==> src/rtl/alu_pkg.sv <==
// ---------------------------------------------------------------------------
// alu_pkg
// Shared definitions for the fault-injection ALU:
//   - fault-site indices into the 12-bit check mask (A, B, C, w1..w9)
//   - LFSR reset / all-zero replacement seed
//   - alu_circuit(): the gate network with per-site stuck-at injection.
//     The golden and faulty copies both come from this one function; the
//     golden copy simply passes an all-zero mask.
// ---------------------------------------------------------------------------
package alu_pkg;

    localparam int N_SITES = 12;

    localparam int SITE_A  = 0;
    localparam int SITE_B  = 1;
    localparam int SITE_C  = 2;
    localparam int SITE_W1 = 3;
    localparam int SITE_W2 = 4;
    localparam int SITE_W3 = 5;
    localparam int SITE_W4 = 6;
    localparam int SITE_W5 = 7;
    localparam int SITE_W6 = 8;
    localparam int SITE_W7 = 9;
    localparam int SITE_W8 = 10;
    localparam int SITE_W9 = 11;

    localparam logic [2:0] LFSR_RESET = 3'b001;

    typedef logic [N_SITES-1:0] site_mask_t;

    // Replace a net by the stuck-at value when its site is selected.
    function automatic logic pick(input logic sig, input logic sel, input logic val);
        return sel ? val : sig;
    endfunction

    // Each net is overridden before it feeds downstream gates, so a fault on
    // an early net propagates through everything that depends on it.
    function automatic logic alu_circuit(input logic [2:0] p,
                                         input site_mask_t chk,
                                         input logic       val);
        logic a, b, c;
        logic w1, w2, w3, w4, w5, w6, w7, w8, w9;
        a  = pick(p[2],          chk[SITE_A],  val);
        b  = pick(p[1],          chk[SITE_B],  val);
        c  = pick(p[0],          chk[SITE_C],  val);
        w1 = pick(a & b,         chk[SITE_W1], val);
        w2 = pick(b | c,         chk[SITE_W2], val);
        w3 = pick(~c,            chk[SITE_W3], val);
        w4 = pick(w1 ^ w2,       chk[SITE_W4], val);
        w5 = pick(a & w3,        chk[SITE_W5], val);
        w6 = pick(w4 | w5,       chk[SITE_W6], val);
        w7 = pick(~(w2 & w3),    chk[SITE_W7], val);
        w8 = pick(w6 & w7,       chk[SITE_W8], val);
        w9 = pick(w8 ^ a,        chk[SITE_W9], val);
        return w9;
    endfunction

endpackage

==> src/rtl/alu_lfsr3.sv <==
// ---------------------------------------------------------------------------
// alu_lfsr3
// 3-bit maximal-length LFSR used as the self-test pattern source.
// Ports:
//   clk    - rising-edge clock
//   reset  - asynchronous active-high reset, forces q = 001
//   enable - 1: advance one step per edge, 0: load seed
//   seed   - value loaded while enable = 0 (000 is replaced by 001)
//   q      - current LFSR state, never all-zero
// Sequence: 001,010,101,011,111,110,100,001 ...
// ---------------------------------------------------------------------------
module alu_lfsr3
    import alu_pkg::*;
(
    input  logic       clk,
    input  logic       reset,
    input  logic       enable,
    input  logic [2:0] seed,
    output logic [2:0] q
);

    // All-zero is the lock-up state of an XOR LFSR, so a zero seed is
    // swapped for the reset value instead of being loaded.
    always_ff @(posedge clk or posedge reset) begin
        if (reset) begin
            q <= LFSR_RESET;
        end else if (enable) begin
            q <= {q[1:0], q[2] ^ q[1]};
        end else if (seed == 3'b000) begin
            q <= LFSR_RESET;
        end else begin
            q <= seed;
        end
    end

endmodule

==> src/rtl/alu.sv <==
// ---------------------------------------------------------------------------
// alu
// Fault-injection demonstrator: a small gate network evaluated twice on the
// same pattern, once with stuck-at faults injected and once fault-free.
// Ports:
//   in     - {A,B,C} direct pattern, also the LFSR seed
//   clk    - rising-edge clock
//   reset  - asynchronous active-high reset (clears e, LFSR -> 001)
//   enable - 1: use LFSR patterns, 0: use in directly and load the seed
//   check  - fault-site select mask (bits 0..2 = A,B,C, 3..11 = w1..w9)
//   value  - stuck-at value forced onto every selected site
//   y      - combinational output of the faulty copy
//   e      - registered faulty-vs-golden mismatch flag
// Build option:
//   ALU_STICKY_ERR_EN - when defined, e latches high until reset.
// ---------------------------------------------------------------------------
module alu
    import alu_pkg::*;
(
    input  logic [2:0]         in,
    input  logic               clk,
    input  logic               reset,
    input  logic               enable,
    input  logic [N_SITES-1:0] check,
    input  logic               value,
    output logic               y,
    output logic               e
);

    logic [2:0] lfsr;
    logic [2:0] pattern;
    logic       y_golden;
    logic       mismatch;

    alu_lfsr3 u_lfsr (
        .clk    (clk),
        .reset  (reset),
        .enable (enable),
        .seed   (in),
        .q      (lfsr)
    );

    assign pattern  = enable ? lfsr : in;
    assign y        = alu_circuit(pattern, check, value);
    assign y_golden = alu_circuit(pattern, '0, 1'b0);
    assign mismatch = (y != y_golden);

    // Error flag sampled one cycle after the pattern is applied.
    always_ff @(posedge clk or posedge reset) begin
        if (reset) begin
            e <= 1'b0;
        end else begin
`ifdef ALU_STICKY_ERR_EN
            e <= e | mismatch;
`else
            e <= mismatch;
`endif
        end
    end

endmodule

==> config.mk <==
export PLATFORM = sky130hd
export DESIGN_NAME = alu
export DESIGN_NICKNAME = d
export VERILOG_FILES = /design/src/rtl/alu_pkg.sv /design/src/rtl/alu_lfsr3.sv /design/src/rtl/alu.sv
export SDC_FILE = /design/constraint.sdc
export NUM_CORES = 1
export LEC_CHECK = 0
export CELL_PAD_IN_SITES_DETAIL_PLACEMENT = 2
export CELL_PAD_IN_SITES_GLOBAL_PLACEMENT = 2
export CORE_MARGIN = 4
export CORE_UTILIZATION = 22
export DETAILED_ROUTE_END_ITERATION = 12
export PLACE_DENSITY_LB_ADDON = 0.1
export RECOVER_POWER = 100
export SLEW_MARGIN = 10
export SYNTH_ARGS = -nofsm -noshare
export SYNTH_HDL_FRONTEND = slang
export SYNTH_SLANG_ARGS = --single-unit
==> constraint.sdc <==
create_clock -name clk -period 3.8 [get_ports clk]
set_clock_uncertainty 0.05 [all_clocks]
set_input_delay 0.38 -clock clk [delete_from_list [all_inputs] [get_ports clk]]
set_output_delay 0.38 -clock clk [all_outputs]
set_load 0.02 [all_outputs]
==> results_dict.tcl, run 1 <==
set metrics [dict create \
    chipWidth_um 52.4 \
    slew_violations 0 \
    required_ns 3.37 \
    numClockSinks 4 \
    ios 21 \
    insertion_delay_ns 0.26 \
    hp-class "in -> async" \
    gr-total-overflow 0 \
    critPathSlowestCell "dlygate4sd3_1" \
    syn_nets 73 \
    synthDistinctLibCells 29 \
    cts_hold_buf 0 \
    tightest_slew_ns 0.370 \
    core.rowCount 15 \
    synthArstFlopShare 1.00 \
    viasPerCell 4.90 \
    ys_warn_count 0 \
    cts-root-buf "clkbuf_4" \
    grt_pass1_vias 548 \
    track_usage 0.139 \
    grt_pass1_wl_mm 2.66 \
    fill_cells 223 \
    critPathArrivalTime_ns 3.00 \
    cts_setup_buffers 0 \
    dr_total_vias 500 \
    pre_cts_ws_ns 0.441 \
    dieHeight_um 52.4 \
    die-area_um2 2750 \
    cpMostUsedCell "mux2i_1" \
    fin_total_pwr_uw 204 \
    core_um2 1800 \
    start_util 0.241 \
    critical_path_class "in -> out" \
    crit_family "buffers and inverters" \
    cpPeakStageDelay_ns 0.67 \
    period_minus_slack_ns 3.43 \
    crit_fanout 7 \
    cp.depth 8 \
    power_density_nw_per_um2 300 \
    setup_viol 0 \
    grt_start_max_net_pins 10 \
    cts.clk_slew.worst_paths_ns 0.05 \
    route.final.wire_length_mm 1.58 \
    ant_nets 0 \
    cts_tree "yes" \
    yosys-top-cells-count "nor2_1 (7), a21oi_1 (5), inv_1 (4), mux2i_1 (4)" \
    synth_cells 54 \
    wl_per_cell_um 15.4 \
    maxCapViolCount 0 \
    dpl.hpwl_mm 1.33 \
    fmax_mhz 291 \
    period_share 0.903 \
    cts_inserted_buffers 3 \
    path_buf_inv 2 \
    synth_area_um2 434 \
    startpoint_type "primary input" \
    rr_worst_depth 7 \
    rsz0062_at_grt "no" \
    diodes 0 \
    nets 97 \
    grt_antenna_before_repair 0 \
    synthTopCellsByArea "dfrtp_1 (17%), mux2i_1 (9.2%), dfstp_2 (6.1%), nor2_1 (6.1%), xnor2_1 (6.1%)" \
    status "finished clean" \
    ys_ff_latch 4 \
    synth_top_area_cell "dfrtp_1" \
    setup_ws_ns 0.367 \
    hold_viol_final 0 \
    portBuffers 20 \
    p_leak_uw 0.000269 \
    ir_worst_vdd_mv 0.225 \
    drt_drc_violations_left 0 \
    drive_gt1_frac 0.0779 \
    htreeDepth 1 \
    cts_resized 0 \
    cp_cell_sequence "dlygate4sd3_1 > mux2_2 > mux2i_1 > mux2i_1 > o311a_1 > o22ai_1 > nand4b_1 > clkdlybuf4s50_1" \
    synth_flop_cell "dfrtp_1" \
    slew_headroom 0.747 \
    tns_ns 0 \
    gp_congestion 0.771 \
    area_delta_synth_final_pct 56.8 \
    synth_edf_count 0 \
    drtIter0Drc 3 \
    max-clock-path-buffers 2 \
    yosysMostFrequentCell "nor2_1" \
    yosys.area.top_type_share 0.173 \
    placed_area_um2 658 \
    firstDrtPassIters 4 \
    syn_avg_cell_area_um2 8.04 \
    cp-end-kind "primary output" \
    ys_seq_area_frac 0.233 \
    final_area_um2 681 \
]
==> report_power, final <==
part | switching [µW] | internal, µW | total (µW) | leakage (µW)
Sequential | 4.97 | 51.0 | 56.0 | 0.0000454
Combinational | 39.3 | 44.3 | 83.7 | 0.000209
Clock | 24.5 | 39.8 | 64.3 | 0.0000150
==> sequential cells by signal, indices dropped and copies added, names as in the netlist <==
signal,cells
e,1
u_lfsr.q,3
==> final cells by class <==
type | instances | area, µm² | share of cell area
well taps | 25 | 31.3 | 0.0460
multi-input cells | 44 | 303 | 0.445
flip-flops and latches | 4 | 101 | 0.149
inverters | 4 | 15.0 | 0.0221
clock buffers | 4 | 26.3 | 0.0386
repair buffers | 21 | 204 | 0.300
==> cells in the final DEF, fill, tap and decap left out, types with 2 or more instances in the layout <==
master	instances
clkdlybuf4s50_1	17
nor2_1	7
a21oi_1	5
inv_1	4
mux2i_1	4
xnor2_1	3
nor3_1	3
o21ai_0	3
clkbuf_4	3
dfrtp_1	3
dlygate4sd3_1	3
mux2_2	2
clkbuf_1	2
==> through the flow <==
stage          std cells  hold slack [ns]   util
2_1_floorplan         54           0.0954      -
3_5_place_dp          98            0.497  0.365
5_1_grt              102            0.401  0.378
4_1_cts              102            0.242  0.380
3_3_place_gp          98            0.474  0.365
6_report             102            0.386  0.378
==> cells by family after synthesis <==
family	Yosys count	synth area share
and+or+nand+nor	16	0.196
muxes	6	0.144
AOI/OAI and AO/OA	19	0.297
DFF	4	0.233
xor gates and xnor gates	3	0.0605
buffers and inverters	6	0.0691
==> layer usage <==
layer	vias up	part of all wire	GRT usage
li1	249	-	-
met1	233	0.46	0.169
met2	16	0.46	0.217
met3	2	0.051	0.0427
met4	0	0.018	0.0766
met5	-	0	0
==> path summary, 6_finish.rpt <==
check,end,start,slack (ns)
max,y,enable,0.37
min,u_lfsr.q[2],reset,0.39
max reg2reg,e,u_lfsr.q[0],1.82
min reg2reg,u_lfsr.q[2],u_lfsr.q[1],0.48
max in group asynchronous,u_lfsr.q[0],reset,3.07
min in group clk,u_lfsr.q[2],u_lfsr.q[1],0.48
Note: power is estimated with default switching activity, not from simulation.
==> run 2, diff against run 1 <==
--- a/config.mk
+++ b/config.mk
@@ -5,6 +5,8 @@
 export SDC_FILE = /design/constraint.sdc
 export NUM_CORES = 1
 export LEC_CHECK = 0
+export ABC_CLOCK_PERIOD_IN_PS = 3800
+export CAP_MARGIN = 20
 export CELL_PAD_IN_SITES_DETAIL_PLACEMENT = 2
 export CELL_PAD_IN_SITES_GLOBAL_PLACEMENT = 2
 export CORE_MARGIN = 4
@@ -12,6 +14,7 @@
 export DETAILED_ROUTE_END_ITERATION = 12
 export PLACE_DENSITY_LB_ADDON = 0.1
 export RECOVER_POWER = 100
+export SKIP_LAST_GASP = 1
 export SLEW_MARGIN = 10
 export SYNTH_ARGS = -nofsm -noshare
 export SYNTH_HDL_FRONTEND = slang
==> results of run 2 <==
The final DEF is identical to that of run 1; final timing and power are the same.
